`src/rtl/clk_meter_pkg.sv`:
```
// clk_meter_pkg
//   Shared types and helpers for clk_period_meter.
//   - meter_state_e : measurement FSM states (SEEK, MEASURE)
//   - LOCK_W        : width of the lock match counter (holds LOCK_CNT up to 15)
//   - DIFF_W        : working width of abs_diff (covers any CNT_W up to 32)
//   - abs_diff()    : unsigned |a - b| without wrap-around
package clk_meter_pkg;

  typedef enum logic {
    SEEK    = 1'b0,
    MEASURE = 1'b1
  } meter_state_e;

  localparam int LOCK_W = 4;
  localparam int DIFF_W = 32;

  // Subtract the smaller value from the larger one so the result never
  // wraps, whatever the order of the operands.
  function automatic logic [DIFF_W-1:0] abs_diff(input logic [DIFF_W-1:0] a,
                                                 input logic [DIFF_W-1:0] b);
    return (a > b) ? (a - b) : (b - a);
  endfunction

endpackage

```
`src/rtl/edge_sync.sv`:
```
// edge_sync
//   Brings the asynchronous slow clock into the i_clk domain through two
//   flops. A third flop keeps the previous synchronised value, so single-cycle
//   edge strobes can be formed from it.
// Ports
//   i_clk      system clock
//   i_reset_n  asynchronous active-low reset
//   i_sig      asynchronous input
//   s1         synchronised level (second flop)
//   rise       1 for one cycle after s1 goes 0 -> 1
//   fall       1 for one cycle after s1 goes 1 -> 0
module edge_sync (
  input  logic i_clk,
  input  logic i_reset_n,
  input  logic i_sig,
  output logic s1,
  output logic rise,
  output logic fall
);

  logic s0;
  logic s1_d;

  // NOTE: clocked state always uses non-blocking (<=). With it, every flop
  // samples the value from before the edge, so the chain delays i_sig by one
  // stage per flop. Blocking (=) would let the value ripple through the whole
  // chain in one cycle.
  always_ff @(posedge i_clk or negedge i_reset_n) begin
    if (!i_reset_n) begin
      s0   <= 1'b0;
      s1   <= 1'b0;
      s1_d <= 1'b0;
    end else begin
      s0   <= i_sig;
      s1   <= s0;
      s1_d <= s1;
    end
  end

  assign rise = s1 & ~s1_d;
  assign fall = ~s1 & s1_d;

endmodule

```
`src/rtl/clk_period_meter.sv`:
```
// clk_period_meter
//   Measures the period of a slow clock (i_sig) in i_clk cycles. Optionally
//   it also measures the high time. It reports lock once consecutive periods
//   agree to within TOL cycles.
//   Optional feature macro: CLK_METER_DUTY_EN. When it is defined, the block
//   also measures the high time and reports it on o_high. When it is not
//   defined, o_high is tied to 0.
// Parameters
//   CNT_W     counter width. The all-ones value is the timeout threshold.
//   LOCK_CNT  consecutive matching periods needed for lock (1..15)
//   TOL       largest period-to-period difference that still counts as a match
// Ports
//   i_clk      system clock
//   i_reset_n  asynchronous active-low reset
//   i_clr      synchronous clear: return to SEEK and drop lock. o_period is held.
//   i_sig      asynchronous slow clock under measurement
//   o_period   last measured rising-to-rising period
//   o_high     last measured high time (0 when the duty feature is absent)
//   o_valid    1-cycle pulse in the cycle o_period takes a new value
//   o_locked   period stable for LOCK_CNT consecutive matches
//   o_timeout  1-cycle pulse when no rising edge arrives within 2^CNT_W-1 cycles
module clk_period_meter
  import clk_meter_pkg::*;
#(
  parameter int CNT_W    = 16,
  parameter int LOCK_CNT = 4,
  parameter int TOL      = 1
) (
  input  logic             i_clk,
  input  logic             i_reset_n,
  input  logic             i_clr,
  input  logic             i_sig,
  output logic [CNT_W-1:0] o_period,
  output logic [CNT_W-1:0] o_high,
  output logic             o_valid,
  output logic             o_locked,
  output logic             o_timeout
);

  localparam logic [CNT_W-1:0]  CNT_MAX  = '1;
  localparam logic [CNT_W-1:0]  CNT_ONE  = CNT_W'(1);
  localparam logic [LOCK_W-1:0] LOCK_TGT = LOCK_W'(LOCK_CNT);

  logic s1;
  logic rise;
  logic fall;

  edge_sync u_edge_sync (
    .i_clk    (i_clk),
    .i_reset_n(i_reset_n),
    .i_sig    (i_sig),
    .s1       (s1),
    .rise     (rise),
    .fall     (fall)
  );

  meter_state_e      state_q, state_d;
  logic [CNT_W-1:0]  cnt_q, cnt_d;
  logic [LOCK_W-1:0] match_q, match_d;
  logic [CNT_W-1:0]  period_d;
  logic              locked_d;
  logic              valid_d;
  logic              timeout_d;
  logic [DIFF_W-1:0] diff;

  // NOTE: every signal written here gets its default first. Then no path
  // through the case can leave a signal unassigned, and no latch is inferred.
  always_comb begin
    state_d   = state_q;
    cnt_d     = cnt_q;
    match_d   = match_q;
    period_d  = o_period;
    locked_d  = o_locked;
    valid_d   = 1'b0;
    timeout_d = 1'b0;
    diff      = abs_diff(DIFF_W'(cnt_q), DIFF_W'(o_period));

    if (i_clr) begin
      // Clear overrides any edge or timeout seen in the same cycle.
      state_d  = SEEK;
      cnt_d    = '0;
      match_d  = '0;
      locked_d = 1'b0;
    end else begin
      unique case (state_q)
        SEEK: begin
          // The first rise only opens a measurement window. It has no
          // earlier edge to measure from, so no period is reported.
          cnt_d = '0;
          if (rise) begin
            state_d = MEASURE;
            cnt_d   = CNT_ONE;
          end
        end

        MEASURE: begin
          if (rise) begin
            period_d = cnt_q;
            valid_d  = 1'b1;
            cnt_d    = CNT_ONE;
            if (diff <= DIFF_W'(TOL)) begin
              match_d  = (match_q >= LOCK_TGT) ? LOCK_TGT : match_q + LOCK_W'(1);
              locked_d = (match_d == LOCK_TGT);
            end else begin
              match_d  = '0;
              locked_d = 1'b0;
            end
          end else if (cnt_q == CNT_MAX) begin
            // No edge within the full counter range: treat the clock as lost.
            timeout_d = 1'b1;
            period_d  = '0;
            locked_d  = 1'b0;
            match_d   = '0;
            cnt_d     = '0;
            state_d   = SEEK;
          end else begin
            cnt_d = cnt_q + CNT_ONE;
          end
        end

        default: state_d = SEEK;
      endcase
    end
  end

  always_ff @(posedge i_clk or negedge i_reset_n) begin
    if (!i_reset_n) begin
      state_q   <= SEEK;
      cnt_q     <= '0;
      match_q   <= '0;
      o_period  <= '0;
      o_locked  <= 1'b0;
      o_valid   <= 1'b0;
      o_timeout <= 1'b0;
    end else begin
      state_q   <= state_d;
      cnt_q     <= cnt_d;
      match_q   <= match_d;
      o_period  <= period_d;
      o_locked  <= locked_d;
      o_valid   <= valid_d;
      o_timeout <= timeout_d;
    end
  end

`ifdef CLK_METER_DUTY_EN
  logic [CNT_W-1:0] hcnt_q;

  // The rise cycle already counts as the first high cycle. So when the fall
  // is seen, hcnt holds the number of i_clk cycles that s1 was high.
  always_ff @(posedge i_clk or negedge i_reset_n) begin
    if (!i_reset_n) begin
      hcnt_q <= '0;
      o_high <= '0;
    end else begin
      if (rise) begin
        hcnt_q <= CNT_ONE;
      end else if (s1 && (hcnt_q != CNT_MAX)) begin
        hcnt_q <= hcnt_q + CNT_ONE;
      end

      if (timeout_d) begin
        o_high <= '0;
      end else if (!i_clr && (state_q == MEASURE) && fall) begin
        o_high <= hcnt_q;
      end
    end
  end
`else
  logic unused_duty_inputs;
  assign unused_duty_inputs = s1 | fall;
  assign o_high = '0;
`endif

endmodule

```
`config.mk`:
```
export PLATFORM = sky130hd
export DESIGN_NAME = clk_period_meter
export DESIGN_NICKNAME = d
export VERILOG_FILES = /design/src/rtl/clk_meter_pkg.sv /design/src/rtl/edge_sync.sv /design/src/rtl/clk_period_meter.sv
export SDC_FILE = /design/constraint.sdc
export NUM_CORES = 1
export LEC_CHECK = 0
export ABC_CLOCK_PERIOD_IN_PS = 3500
export CAP_MARGIN = 20
export CORE_UTILIZATION = 58
export DETAILED_ROUTE_END_ITERATION = 10
export HOLD_SLACK_MARGIN = 0.08
export MAX_ROUTING_LAYER = met4
export PLACE_DENSITY = 0.84
export SLEW_MARGIN = 20
export SYNTH_ARGS = -nofsm -noshare
export SYNTH_HDL_FRONTEND = slang
export SYNTH_SLANG_ARGS = --single-unit
```
`constraint.sdc`:
```
create_clock -name i_clk -period 3.5 [get_ports i_clk]
set_clock_uncertainty 0.05 [all_clocks]
set_input_delay 0.7 -clock i_clk [delete_from_list [all_inputs] [get_ports i_clk]]
set_output_delay 0.7 -clock i_clk [all_outputs]
set_load 0.005 [all_outputs]
```
==> impl_metrics.py <==
metrics = {
    "grt": {
        "antenna_found_initial": 0,
        "grt_first_pass_wirelength_um": 14900,
        "grt_pass1_vias": 3141,
        "grt_usage_pct": 29.7,
        "grt_max_degree": 44,
        "grt.overflow.total": 0,
    },
    "timing": {
        "setup_viol": 0,
        "fmax_mhz": 297,
        "final_hold_viol_count": 0,
        "maxSlewViolCount": 0,
        "relSlewSlack_pct": 50.9,
        "fin_ws_ps": 136,
        "fin_crit_sh_pct": 96.1,
        "tightestPinTransition_ps": 736,
        "fin_crit_ps": 3360,
    },
    "logic_synthesis": {
        "yosysTopAreaCell": "dfrtp_1",
        "yosysWarnings": 0,
        "yosysSeqAreaShare_pct": 28.5,
        "synth_edf_count": 0,
        "synth_adder_area_share_pct": 12.3,
        "synth_area_leaders": "dfrtp_1 (28%), ha_1 (11%), xnor2_1 (4.6%)",
        "synthFlopType": "dfrtp_1",
        "syn_inst": 445,
        "async_flop_share_pct": 100,
        "ys_ff_latch": 43,
        "synth_cell_types": 66,
        "synth_xor_area_share_pct": 5.57,
        "postSynthAreaPerCell_um2": 8.49,
        "synth_top_family_by_area": "compound AO/OA/AOI/OAI gates",
        "synth_compound_area_share_pct": 23.1,
        "synth_top_area_share_pct": 28.5,
        "syn-cell-area_mm2": 0.00378,
        "synth-simple-area-share_pct": 19.3,
        "synth_mux_area_share_pct": 0.563,
    },
    "clocking": {
        "clk_latency_ps": 300,
        "clk_pin_slew_ps": 90,
        "cts.htree.levels": 2,
        "clock_sinks": 43,
        "clock-root-buffer": "clkbuf_8",
        "cts_hold_buf": 0,
        "numCtsBuffers": 5,
        "tritoncts": "built",
        "clockBufferDepth": 2,
    },
    "power_and_ir_drop": {
        "p_int_uw": 815,
        "ir_drop_mv": 0.253,
        "p_comb_share_pct": 19.8,
        "pwr-share-seq_pct": 44.9,
        "p_leak_uw": 0.00189,
        "switching_share_pct": 27.9,
        "switching_power_uw": 316,
        "clkPwrFrac_pct": 35.3,
        "power_uw": 1130,
        "power.density_mw_per_mm2": 266,
    },
    "route": {
        "drt_iter0_drc": 375,
        "drc": 0,
        "wl_per_cell_um": 16.6,
        "vias_per_cell": 6.10,
        "ant_nets": 0,
        "first_pass_iters": 5,
        "num_vias": 3380,
        "routed_wl_um": 9210,
    },
    "floorplan": {
        "pin_count": 39,
        "design.die.area_mm2": 0.00684,
        "core-area_mm2": 0.00631,
        "die_w_um": 82.7,
        "placementRows": 29,
        "die_h_um": 82.7,
        "initial_core_util_pct": 59.8,
    },
    "finish": {
        "fillers": 502,
        "fin_nets": 516,
        "final_common_cell": "inv_1",
        "syn_to_final_growth_pct": 12.5,
        "drive_above_1_share_pct": 14.0,
        "diodes": 0,
        "layout_common_cells": "inv_1 (43), dfrtp_1 (41), nor2_1 (40), ha_1 (32)",
    },
    "critical_path": {
        "path_class": "reg2reg",
        "crit_arrival_ps": 3540,
        "worst_setup_path_end_kind": "register",
        "cp_max_fo": 6,
        "crit_required_ps": 3680,
        "cp-start-kind": "register",
    },
    "place": {
        "dpl.hpwl_um": 6800,
        "place_ws_ps": 88.0,
        "port_buffers": 22,
        "gp_congestion": 0.922,
    },
    "status": {
        "status": "complete, no violations",
    },
    "min_path": {
        "min_path_type": "in2async",
    },
    "flow_run": {
        "max_cap_violations": 0,
    },
}
[sequential cells by signal, summed over array words and instances, names as in the netlist]
register and cells:
cnt_q 16, o_period 16, match_q 4, o_locked 1, o_timeout 1, o_valid 1, state_q 1, u_edge_sync.s0 1
u_edge_sync.s1 1, u_edge_sync.s1_d 1
[cell families (layout without fill, tap and decap cells)]
group,after synthesis,in the layout
mux,2,2
other cells,1,16
buf+inv,78,95
xor+xnor,24,24
fa+ha+maj,36,36
flops,43,43
simple gates,137,137
compound gates,124,124
[power groups by stage]
stage / logic (uW) / registers [uW] / clock network (uW)
after floorplan: 176 / 517 / 0
after global placement: 203 / 517 / 0
after detailed placement: 206 / 518 / 0
after CTS: 208 / 508 / 405
after global routing: 248 / 509 / 420
final: 224 / 508 / 399
[worst paths after layout]
kind / from / endpoint / slack (ps) / depth (start not counted)
setup / recovery: cnt_q[0] / match_q[2] / 140 / 15
hold / removal: i_reset_n / o_locked / 200 / 1
setup reg to reg: cnt_q[0] / match_q[2] / 140 / 15
hold reg to reg: u_edge_sync.s0 / u_edge_sync.s1 / 320 / 0
max in group asynchronous: i_reset_n / cnt_q[0] / 2730 / 2
min in group i_clk: u_edge_sync.s0 / u_edge_sync.s1 / 320 / 0
[what timing repair did]
action                     4_1_cts  5_1_grt
buffers inserted                 0        2
gates resized for setup          0       15
setup endpoints to repair        0        4
[final cells by class]
| class | count | area (um2) | share of cell area, % |
|---|---|---|---|
| multi-input combinational | 339 | 2410 | 56.7 |
| tap | 77 | 96.3 | 2.27 |
| clock inverter | 3 | 43.8 | 1.03 |
| inverter | 43 | 161 | 3.80 |
| clock buffer | 5 | 68.8 | 1.62 |
| sequential | 43 | 1080 | 25.4 |
| timing repair buffer | 44 | 393 | 9.25 |
[routing by layer]
layer | GRT usage [%] | vias up | share of wire (%)
met3 | 3.30 | 20 | 5.5
met2 | 46.3 | 154 | 47
li1 | - | 1585 | -
met5 | - | - | 0
met4 | 8.28 | 0 | 1.6
met1 | 40.9 | 1621 | 46
[critical path, stage by stage, from the launching register on]
cell      delay, ps
dfrtp_2         450
inv_1            90
ha_1            190
inv_1            70
fa_2            370
a211oi_2        190
nor2_1          100
a311oi_2        390
o21ai_2         120
xnor2_1         150
nor4_2          260
a21oi_1         100
nor4b_4         330
buf_4           160
a31oi_1          80
o22ai_1         190
[synth_stat cells, drive strengths merged, types with 5 or more instances]
master	count
a21oi	33
clkbuf	5
dfrtp	43
a22o	16
nand3	14
nand2	29
a211oi	6
ha	34
a31oi	6
xnor2	20
nor3	12
nand2b	12
buf	30
nor2	42
nand4	6
inv	43
o21ai	25
[through the flow]
stage | TNS [ps] | util [%] | cell area, um2 | hold slack, ps | instances
floorplan | 0 | - | 3830 | 281 | 460
global placement | 0 | 64.1 | 4050 | 285 | 543
detailed placement | 0 | 64.1 | 4050 | 312 | 543
CTS | 0 | 65.9 | 4160 | 332 | 551
global route | -3.70 | 67.3 | 4250 | 214 | 554
finish | 0 | 67.3 | 4250 | 203 | 554
Power figures use the tool's default switching activity.
